<file path="config.mk">
export PLATFORM = sky130hd
export DESIGN_NAME = mem_port_arbiter
export DESIGN_NICKNAME = d
export VERILOG_FILES = /design/src/rtl/mem_port_arbiter.sv
export SDC_FILE = /design/constraint.sdc
export NUM_CORES = 1
export LEC_CHECK = 0
export CORE_MARGIN = 2
export CORE_UTILIZATION = 45
export CTS_CLUSTER_DIAMETER = 80
export DETAILED_ROUTE_END_ITERATION = 7
export PLACE_DENSITY = 0.91
export SYNTH_ARGS = -nofsm -noshare
export SYNTH_HDL_FRONTEND = slang
export SYNTH_SLANG_ARGS = --single-unit
</file>
<file path="constraint.sdc">
create_clock -name clk -period 6.1 [get_ports clk]
set_clock_uncertainty 0.15 [all_clocks]
set_input_delay 1.22 -clock clk [delete_from_list [all_inputs] [get_ports clk]]
set_output_delay 1.22 -clock clk [all_outputs]
set_load 0.05 [all_outputs]
</file>
<file path="src/rtl/mem_port_arbiter.sv">
// mem_port_arbiter: shares one fixed-latency single-port memory between the
// fetch port (IF) and the data port (DM). One access is in flight at a time.
// DM wins arbitration unless fetch has been passed over STARVE_MAX times in a row.
module mem_port_arbiter #(
  parameter int ADDR_W     = 16,
  parameter int DATA_W     = 16,
  parameter int LATENCY    = 4,
  parameter int STARVE_MAX = 3
) (
  input  logic              clk,
  input  logic              rst,
  input  logic              if_req,
  input  logic [ADDR_W-1:0] if_addr,
  output logic [DATA_W-1:0] if_rdata,
  output logic              if_done,
  output logic              if_stall,
  input  logic              dm_req,
  input  logic              dm_wr,
  input  logic [ADDR_W-1:0] dm_addr,
  input  logic [DATA_W-1:0] dm_wdata,
  output logic [DATA_W-1:0] dm_rdata,
  output logic              dm_done,
  output logic              dm_stall,
  output logic              mem_en,
  output logic              mem_wr,
  output logic [ADDR_W-1:0] mem_addr,
  output logic [DATA_W-1:0] mem_wdata,
  input  logic [DATA_W-1:0] mem_rdata
);

  localparam int CNT_W    = (LATENCY > 1) ? $clog2(LATENCY) : 1;
  localparam int STARVE_W = (STARVE_MAX > 0) ? $clog2(STARVE_MAX + 1) : 1;

  typedef enum logic [1:0] {IDLE, BUSY, DONE} state_t;
  typedef enum logic [1:0] {OWN_NONE, OWN_IF, OWN_DM} owner_t;

  state_t                state;
  owner_t                owner;
  logic [CNT_W-1:0]      cnt;
  logic [STARVE_W-1:0]   starve_cnt;
  logic                  starve_hit;
  logic                  grant_dm;
  logic                  grant_if;

  // Arbitration: DM first, unless a waiting fetch has hit its starvation limit
  always_comb begin
    starve_hit = if_req && (starve_cnt == STARVE_W'(STARVE_MAX));
    grant_dm   = dm_req && !starve_hit;
    grant_if   = !grant_dm && if_req;
  end

  // Stalls follow the request level and drop in the completion cycle
  always_comb begin
    if_stall = if_req & ~if_done;
    dm_stall = dm_req & ~dm_done;
  end

  // Access sequencer: grant in IDLE, count latency in BUSY, pulse done in DONE
  always_ff @(posedge clk or negedge rst) begin
    if (!rst) begin
      state      <= IDLE;
      owner      <= OWN_NONE;
      cnt        <= '0;
      starve_cnt <= '0;
      mem_en     <= 1'b0;
      mem_wr     <= 1'b0;
      mem_addr   <= '0;
      mem_wdata  <= '0;
      if_rdata   <= '0;
      dm_rdata   <= '0;
      if_done    <= 1'b0;
      dm_done    <= 1'b0;
    end else begin
      if_done <= 1'b0;
      dm_done <= 1'b0;
      case (state)
        IDLE: begin
          if (grant_dm) begin
            owner     <= OWN_DM;
            mem_en    <= 1'b1;
            mem_wr    <= dm_wr;
            mem_addr  <= dm_addr;
            mem_wdata <= dm_wdata;
            cnt       <= CNT_W'(LATENCY - 1);
            state     <= BUSY;
            if (if_req) begin
              if (starve_cnt != STARVE_W'(STARVE_MAX))
                starve_cnt <= starve_cnt + STARVE_W'(1);
            end else begin
              starve_cnt <= '0;
            end
          end else if (grant_if) begin
            owner      <= OWN_IF;
            mem_en     <= 1'b1;
            mem_wr     <= 1'b0;
            mem_addr   <= if_addr;
            mem_wdata  <= '0;
            cnt        <= CNT_W'(LATENCY - 1);
            state      <= BUSY;
            starve_cnt <= '0;
          end
        end
        BUSY: begin
          mem_en <= 1'b0;
          if (cnt != '0) begin
            cnt <= cnt - CNT_W'(1);
          end else begin
            if (!mem_wr) begin
              if (owner == OWN_DM) dm_rdata <= mem_rdata;
              else                 if_rdata <= mem_rdata;
            end
            if (owner == OWN_DM) dm_done <= 1'b1;
            else                 if_done <= 1'b1;
            mem_wr <= 1'b0;
            state  <= DONE;
          end
        end
        DONE: begin
          owner <= OWN_NONE;
          state <= IDLE;
        end
        default: begin
          state <= IDLE;
        end
      endcase
    end
  end

endmodule

</file>
==> results of run 1 <==
final timing paths:
path	slack, ps	to	cells past startpoint	from
max	1890	if_stall	3	if_req
min	360	starve_cnt[1]	1	starve_cnt[1]
max reg2reg	3870	dm_rdata[3]	5	cnt[0]
min reg2reg	360	starve_cnt[1]	1	starve_cnt[1]
max in group asynchronous	4330	cnt[1]	1	rst
min in group asynchronous	870	dm_rdata[13]	1	rst
critical path: stages:
cell and delay (ps):
clkdlybuf4s50_1 610, nor2b_1 170, clkdlybuf4s50_1 830
placed cells by master, fill, tap and decap left out, types with 2 or more instances in the layout:
master	n
a22o_1	17
nand2_1	3
a221o_1	16
clkbuf_8	10
mux2_4	20
or3_1	2
nor2b_1	5
dfrtp_1	76
nand2b_1	2
inv_1	5
clkinvlp_4	2
clkdlybuf4s50_1	137
ha_1	2
and3_1	17
a32o_1	2
o21ai_0	3
mux2_2	13
nor2_1	5
clkinv_2	3
buf_4	3
logic make-up after synthesis:
group                    Yosys count
AO/OA/AOI/OAI                     42
adder cells (fa/ha/maj)            2
buffers and inverters             20
flip-flops                        76
multiplexers                      33
AND/OR/NAND/NOR                   40
layer usage:
metal	vias to the layer above	wire length (um)	GRT usage, %
li1	1058	-	-
met5	-	0	0
met1	1134	3290	26.9
met2	95	3700	32.5
met3	6	479	5.78
met4	0	65	7.83
through the flow:
stage | hold WS (ps) | setup slack, ps | util (%)
global route | 364 | 1860 | 69.4
floorplan | 310 | 2580 | -
global placement | 321 | 1910 | 66.8
finish | 356 | 1890 | 69.4
detailed placement | 331 | 1890 | 66.8
CTS | 359 | 1890 | 69.4
registers in the layout (all words and copies together), names as in the netlist, 2 cells and up:
register	cells
dm_rdata	16
if_rdata	16
mem_addr	16
mem_wdata	16
cnt	2
owner	2
starve_cnt	2
state	2
area by class of cell:
cell class                      count  area, um^2
Clock inverter                      6        38.8
Multi-Input combinational cell    117        1100
Fill cell                         486        2070
Sequential cell                    76        1900
Tap cell                           80         100
Inverter                            5        18.8
Timing Repair Buffer              140        1390
Clock buffer                       10         138
where the power goes:
group | internal [mW] | switching (mW) | leakage, nW
clock network | 0.158 | 0.179 | 0.0885
logic | 0.709 | 1.11 | 1.14
registers | 0.752 | 0.154 | 0.926
total | 1.62 | 1.44 | 2.16
==> PnR_summary.wiki, run 1 <==
{| class="wikitable"
! Metric !! Value
|-
| Layout area overhead || 49.4%
|-
| Critical Path RT || between 4000 and 5000 ps
|-
| Total DRC errors in the routed layout || 0
|-
| Master cell of the clock root buffer || clkbuf_8
|-
| Ratio of total power to cell area || between 600 and 700 nW/um^2
|-
| Number of flops mapped to enable cells by yosys || 0
|-
| Tot Pwr || 3.06 mW
|-
| Placed cell areas || 4510 um^2
|-
| Cts bufs inserted || 9
|-
| Maximum vdd drop || 0.287 mV
|-
| Number of buffers added on ports || 138
|-
| Cell total after placement || about 420
|-
| Status || finished, final reports clean
|-
| Post-synthesis cell area || 3140 um^2
|-
| Number of DRC violations after detailed-routing iteration 0 || 104
|-
| Number of diodes || 0
|-
| Max Root-Sink Buffers || 2
|-
| Register area share after synthesis || 60.6%
|-
| Fin. Hold Viols || 0
|-
| Xor/xnor share of the synthesized area || 0%
|-
| Floorplan Core Area || 6760 um^2
|-
| Most frequent cell after synthesis || dfrtp_1
|-
| DIE AREA || roughly 7700 um^2
|-
| Clock sink count || 76
|-
| Fraction of the mapped netlist area in adder cells || 0.797%
|-
| Top cell type by total area after synthesis || dfrtp_1
|-
| Net count of the mapped netlist || 284
|-
| Initial antenna violation count || 0
|-
| Setup Fix Bufs, Post-CTS || 0
|-
| Clock latency of the later-clocked register in the worst-skew pair || 330 ps
|-
| Slew at the pin closest to its max-slew limit || 927 ps
|-
| Combinational family with the most area after synthesis || multiplexers
|-
| Post-CTS Hold Buffers || 0
|-
| RSZ-0062 raised after global routing || no
|-
| Wire length of the first global-routing pass || 11,900 um
|-
| TritonCTS clock tree || yes
|-
| Relative slew slack || 38.2%
|-
| Fin cells || 434
|-
| WL final || 7530 um
|-
| Count of distinct cell types in the synthesized netlist || 30
|-
| Num rows || 30
|-
| Top cells by instance count after synthesis || 76 x dfrtp_1, 20 x mux2_4, 17 x a22o_1, 17 x and3_1, 16 x a221o_1
|-
| Detailed-route vias per instance || 5.28
|-
| DR WL/cell || 17.4 um
|-
| Antenna viol nets, final || 0
|-
| Cells resized by post-CTS repair || 0
|-
| Critical Path Start Type || input port
|-
| Time the final worst path needs with I/O delays and setup || 4210 ps
|-
| Multiplexer fraction of the synthesized cell area || 14.2%
|-
| Total overflow reported by the global router || 0
|-
| Overall die width || between 80 and 90 um
|-
| Simple logic cell fraction of the synthesized area || 7.93%
|-
| Syn avg cell area || around 15 um^2
|-
| Final Cell Area || 4690 um^2
|-
| H-tree depth reported by CTS || 3
|-
| Kind of critical path || in -> out
|-
| Synth top area cells || dfrtp_1 61%, mux2_4 9.6%, a221o_1 5.1%
|-
| Final setup violation count || 0
|-
| Complex-gate fraction of the synthesized area || 11.9%
|-
| Synthesized netlist cell count || around 210
|-
| Starting density of the core || 46.5%
|-
| Max Transition Viols Final || 0
|-
| Proportion of register bits with asynchronous set or reset after synthesis || 100%
|-
| Half-perimeter wire length after detailed placement || 5340 um
|-
| Maxcap violations || 0
|-
| Via count of the routed design || around 2,300
|-
| Top-level I/O count || 139
|-
| Top FF cell, synth || dfrtp_1
|-
| Number of global-route vias before repair || 2,381
|-
| Final net count || 420
|-
| Total negative slack for setup checks || 0 ps
|-
| Number of optimization iterations in the first detailed-route pass || 4
|-
| Share of final-layout standard cells stronger than drive strength 1 || 15.8%
|-
| Min-Delay Path Class || reg -> reg
|-
| Pin count of the biggest net entering global routing || 77
|-
| Synthesis-stage register bit count || 76
|-
| Top cell type's share of synthesized area || 60.6%
|-
| Max frequency || about 240 MHz
|-
| Overall track demand over capacity in global routing || between 20% and 30%
|-
| Syn. warnings || 0
|-
| CP Max Fanout || 8
|-
| Tcrit/Tclk final || 69.0%
|-
| Clock input transition at the sequential cells of the worst setup and hold paths || 70 ps
|-
| Leakage power figure || around 2.2 nW
|-
| Type of destination of the critical path || output pin
|-
| Die height || 87.5 um
|-
| Critical path arrival || 2840 ps
|-
| Final weighted congestion in routability-driven placement || between 0.7 and 0.8
|}
Note: power is estimated with default switching activity, not from simulation.
==> inputs of run 2 (changes only) <==
CORE_UTILIZATION = 42   (was 45)
PLACE_DENSITY = 0.86   (was 0.91)
clock period = 4.3 ns   (was 6.1 ns; I/O delays follow)
==> run 2 against run 1 <==
Net effect: global-route usage decreased by 1.2 points; clock power increased by 97%; hold slack got worse by 5.9 ps; combinational power increased by 42%; critical endpoint is now dm_stall; largest cell class unchanged; highest routed layer unchanged.
==> PnR_summary.wiki, run 2 (synthesis results as in run 1) <==
{| class="wikitable"
! Metric !! Value
|-
| Status || finished, final reports clean
|-
| Register-to-Register Path Depth || 5
|-
| H-tree depth reported by CTS || 3
|-
| RSZ-0062 raised after global routing || no
|-
| Relative slew slack || between 30 and 40%
|-
| Worst r2r dst || dm_rdata[4]
|-
| DIE AREA || 8180 um^2
|-
| Critical-path cell list || clkdlybuf4s50_1 -> nor2b_1 -> clkdlybuf4s50_1
|-
| CP Max Fanout || 7
|-
| Min-Delay Path Class || reg -> reg
|-
| Critical path's top delay family || buffers and inverters
|-
| Critical Path RT || between 3000 and 4000 ps
|-
| Clock input transition at the sequential cells of the worst setup and hold paths || 80 ps
|-
| Ratio of total power to cell area || 946 nW/um^2
|-
| Start point of the worst min-delay path || cnt[1]
|-
| Final Cell Area || 4780 um^2
|-
| Most common library cell in the layout ignoring fill and taps || clkdlybuf4s50_1
|-
| Number of DRC violations after detailed-routing iteration 0 || 86
|-
| Floorplan Core Area || 7250 um^2
|-
| Cell count along the critical path || 3
|-
| Max frequency || approximately 290 MHz
|-
| Endpoint with the worst hold slack || cnt[1]
|-
| Num rows || 31
|-
| Critical Path Slowest Stage Cell || clkdlybuf4s50_1
|-
| Slew at the pin closest to its max-slew limit || 941 ps
|-
| Sum of buffers and inverters on the critical path || 2
|-
| Top-level I/O count || 139
|-
| Die height || 90.5 um
|-
| Overall track demand over capacity in global routing || 19.3%
|-
| Detailed-route vias per instance || approximately 5.2
|-
| Total overflow reported by the global router || 0
|-
| Half-perimeter wire length after detailed placement || 5430 um
|-
| Setup Fix Bufs, Post-CTS || 0
|-
| Max Transition Viols Final || 0
|-
| Leakage power figure || between 2 and 2.5 nW
|-
| Total negative slack for setup checks || 0 ps
|-
| Initial antenna violation count || 0
|-
| Type of destination of the critical path || output pin
|-
| Final net count || 420
|-
| Antenna viol nets, final || 0
|-
| TritonCTS clock tree || yes
|-
| WL final || a little under 8000 um
|-
| Leading cell types in the layout, fill and taps excluded || 137 x clkdlybuf4s50_1, 76 x dfrtp_1, 20 x mux2_4, 17 x and3_1, 17 x a22o_1
|-
| Fin. Hold Viols || 0
|-
| Overall die width || 90.5 um
|-
| Source of the worst register-to-register timing path || cnt[0]
|-
| Total DRC errors in the routed layout || 0
|-
| Via count of the routed design || 2,338
|-
| Critical path arrival || 2490 ps
|-
| Clock latency of the later-clocked register in the worst-skew pair || ~340 ps
|-
| Number of diodes || 0
|-
| Clock sink count || between 70 and 80
|-
| Number of global-route vias before repair || 2,457
|-
| Most used cell, CP || clkdlybuf4s50_1
|-
| DR WL/cell || 17.1 um
|-
| Share of final-layout standard cells stronger than drive strength 1 || between 15 and 20%
|-
| Post-CTS Hold Buffers || 0
|-
| Maxcap violations || 0
|-
| Kind of critical path || in -> out
|-
| Final weighted congestion in routability-driven placement || 0.726
|-
| Max Root-Sink Buffers || 2
|-
| Critical Path Start Type || input port
|-
| Number of optimization iterations in the first detailed-route pass || 4
|-
| Cells resized by post-CTS repair || 0
|-
| Pin count of the biggest net entering global routing || 77
|-
| Time the final worst path needs with I/O delays and setup || 3500 ps
|-
| Maximum vdd drop || 0.387 mV
|-
| Final setup violation count || 0
|-
| Tcrit/Tclk final || approximately 81%
|-
| Wire length of the first global-routing pass || 12,400 um
|-
| Number of buffers added on ports || ~140
|-
| Starting density of the core || 43.3%
|-
| Crit path largest cell delay || 840 ps
|-
| Cts bufs inserted || 9
|-
| Setup slack on the worst flop-to-flop path || 2060 ps
|-
| Placed cell areas || 4540 um^2
|-
| Layout area overhead || 52.4%
|-
| Master cell of the clock root buffer || clkbuf_8
|-
| Cells on Worst Hold Path || 1
|}
run 2: through the flow:
step / std cells / utilization, % / worst slack [ps] / total power [mW] / hold slack [ps]
2_1_floorplan: 213 / - / 1500 / 3.03 / 310
3_3_place_gp: 437 / 62.5 / 830 / 3.82 / 320
3_5_place_dp: 437 / 62.5 / 830 / 3.88 / 337
4_1_cts: 453 / 66.0 / 806 / 4.55 / 355
5_1_grt: 453 / 66.0 / 749 / 4.72 / 369
6_report: 453 / 66.0 / 803 / 4.53 / 350
run 2: worst max-delay path by stage:
| stage | startpoint | end |
|---|---|---|
| final | dm_req | dm_stall |
| after global routing | dm_req | dm_stall |
| after CTS | dm_req | dm_stall |
| after detailed placement | if_req | if_stall |
| after global placement | dm_req | dm_stall |
| after floorplan | if_req | if_stall |
run 2: cell type report:
class | instances | area, um^2
clock buffer | 9 | 124
clock inverter | 7 | 124
fill | 541 | 2470
inverter | 5 | 18.8
multi-input combinational | 117 | 1100
sequential | 76 | 1900
tap | 99 | 124
timing repair buffer | 140 | 1390
run 2: metal layers:
metal	vias up	routed length (um)	global-route usage (%)	share of wire [%]
li1	1061	-	-	-
met1	1173	3410	24.3	44
met2	96	3780	32.7	49
met3	8	454	4.42	5.9
met4	0	87	6.79	1.1
met5	-	0	0	0
run 2: worst reg2reg max path, cell delays in order, from the launching register on:
cell	delay, ps
dfrtp_1	360
inv_1	70
ha_1	210
nand3b_4	120
or3_1	760
mux2_4	450
run 2: report_power, final:
group          total (mW)  internal, mW  switching (mW)
sequential           1.28          1.07           0.218
combinational        2.58          1.01            1.57
clock               0.664         0.389           0.275
total                4.53          2.46            2.06
==> inputs of run 3 (changes only) <==
CORE_UTILIZATION = 38   (was 42)
PLACE_DENSITY = 0.83   (was 0.86)
clock period = 3 ns   (was 4.3 ns; I/O delays follow)
==> run 3 against run 2 <==
Net effect: clock power up 6.5%; via count down 2.7%; sequential power up 43%; global-route usage down 2.8 points; register-to-register slack worse by 1300 ps; flip-flop and latch count unchanged; critical endpoint is now if_stall; core utilization down 7.0 points; setup slack worse by 260 ps; critical path type unchanged; wire length down 4.4%; die area up 10%.
==> PnR_summary.wiki, run 3 (synthesis results as in run 1) <==
{| class="wikitable"
! Metric !! Value
|-
| Num rows || 33
|-
| Critical Path RT || 2250 ps
|-
| Total negative slack for setup checks || 0 ps
|-
| Initial antenna violation count || 0
|-
| CP Max Fanout || 8
|-
| Top-level I/O count || 139
|-
| Worst Hold Slack || approximately 250 ps
|-
| Master cell of the clock root buffer || clkbuf_8
|-
| Number of buffers added on ports || 138
|-
| H-tree depth reported by CTS || 3
|-
| Kind of critical path || in -> out
|-
| Total overflow reported by the global router || 0
|-
| Half-perimeter wire length after detailed placement || ~5400 um
|-
| Leading cell types in the layout, fill and taps excluded || 135 x clkdlybuf4s50_1, 76 x dfrtp_1, 20 x mux2_4, 17 x and3_1, 17 x a22o_1
|-
| Crit path largest cell delay || 650 ps
|-
| Via count of the routed design || between 2,000 and 2,500
|-
| RSZ-0062 raised after global routing || no
|-
| Clock sink count || 76
|-
| Pin count of the biggest net entering global routing || 77
|-
| Detailed-route vias per instance || 4.92
|-
| Total DRC errors in the routed layout || 0
|-
| Max Root-Sink Buffers || 2
|-
| Clock input transition at the sequential cells of the worst setup and hold paths || around 90 ps
|-
| Cts bufs inserted || 9
|-
| Critical path's top delay family || buffers and inverters
|-
| Die height || 94.9 um
|-
| Setup Fix Bufs, Post-CTS || 0
|-
| Critical Path Slowest Stage Cell || clkdlybuf4s50_1
|-
| DIE AREA || 9000 um^2
|-
| Leakage power figure || between 2 and 2.5 nW
|-
| Number of global-route vias before repair || 2,330
|-
| Filler Cell Count || around 660
|-
| Critical path arrival || roughly 1700 ps
|-
| Wire length of the first global-routing pass || 11,400 um
|-
| Relative slew slack || 38.3%
|-
| Tcrit/Tclk final || between 80% and 90%
|-
| Critical Path Start Type || input port
|-
| Slew at the pin closest to its max-slew limit || between 900 and 1000 ps
|-
| Fin. Hold Viols || 0
|-
| Cells resized by post-CTS repair || 0
|-
| Ratio of total power to cell area || 1310 nW/um^2
|-
| Time the final worst path needs with I/O delays and setup || about 2500 ps
|-
| Number of diodes || 0
|-
| Most common library cell in the layout ignoring fill and taps || clkdlybuf4s50_1
|-
| Final weighted congestion in routability-driven placement || 0.704
|-
| Number of DRC violations after detailed-routing iteration 0 || 69
|-
| Layout area overhead || 51.9%
|-
| Antenna viol nets, final || 0
|-
| Clock latency of the later-clocked register in the worst-skew pair || ~350 ps
|-
| Share of final-layout standard cells stronger than drive strength 1 || 17.1%
|-
| Max frequency || 407 MHz
|-
| Critical-path cell list || clkdlybuf4s50_1 -> nor2b_1 -> buf_12
|-
| Min-Delay Path Class || in -> async
|-
| WL final || 7390 um
|-
| Maxcap violations || 0
|-
| Status || finished, final reports clean
|-
| Maximum vdd drop || 0.566 mV
|-
| Starting density of the core || between 30 and 40%
|-
| Post-CTS Hold Buffers || 0
|-
| Max Transition Viols Final || 0
|-
| DR WL/cell || 16.0 um
|-
| Type of destination of the critical path || output pin
|-
| Sum of buffers and inverters on the critical path || 2
|-
| TritonCTS clock tree || yes
|-
| Floorplan Core Area || 8090 um^2
|-
| Overall track demand over capacity in global routing || 16.5%
|-
| Overall die width || 94.9 um
|-
| Final net count || 423
|-
| Number of optimization iterations in the first detailed-route pass || 5
|-
| Final setup violation count || 0
|}
==> run 3: worst paths after layout <==
path | start | end | slack [ps] | cells after the start
max | if_req | if_stall | 540 | 3
min | rst | dm_rdata[11] | 250 | 1
max reg2reg | cnt[0] | dm_rdata[10] | 760 | 5
min reg2reg | starve_cnt[1] | starve_cnt[1] | 360 | 1
max in group asynchronous | rst | mem_wdata[10] | 1880 | 1
min in group clk | starve_cnt[1] | starve_cnt[1] | 360 | 1
==> run 3: report_power, final <==
part,switching [mW],total [mW],internal [mW]
Clock,0.397,0.707,0.310
Combinational,2.25,3.71,1.46
Sequential,0.299,1.83,1.53
==> run 3: worst register-to-register path: stages, from the launching register on <==
cell and delay (ps):
dfrtp_1 370, inv_1 70, ha_1 210, nand3b_4 120, or3_1 750, mux2_4 450
==> run 3: per-stage QoR <==
stage               total power [mW]  util [%]  setup WS (ps)  instances  cell area [um^2]
finish                          6.25      58.9            544        462              4770
global route                    6.57      58.9            508        462              4770
CTS                             6.31      58.9            537        462              4770
detailed placement              5.58      56.7            541        446              4590
global placement                5.50      56.7            583        446              4590
floorplan                       4.34         -            718        213              3140
==> run 3: layer usage <==
layer | track usage [%] | routed length, um | vias up
met5 | 0 | 0 | -
met4 | 5.07 | 60 | 0
met3 | 5.35 | 591 | 6
met2 | 26.6 | 3500 | 102
met1 | 21.2 | 3240 | 1095
li1 | - | - | 1072
==> run 3: layout make-up <==
type                    count  area (um^2)  share of cell area [%]
repair buffers            143         1440                    30.1
well taps                 105          131                    2.76
multi-input cells         117         1100                    23.0
clock inverters             7         57.6                    1.21
inverters                   5         18.8                   0.394
clock buffers               9          124                    2.60
flip-flops and latches     76         1900                    39.9
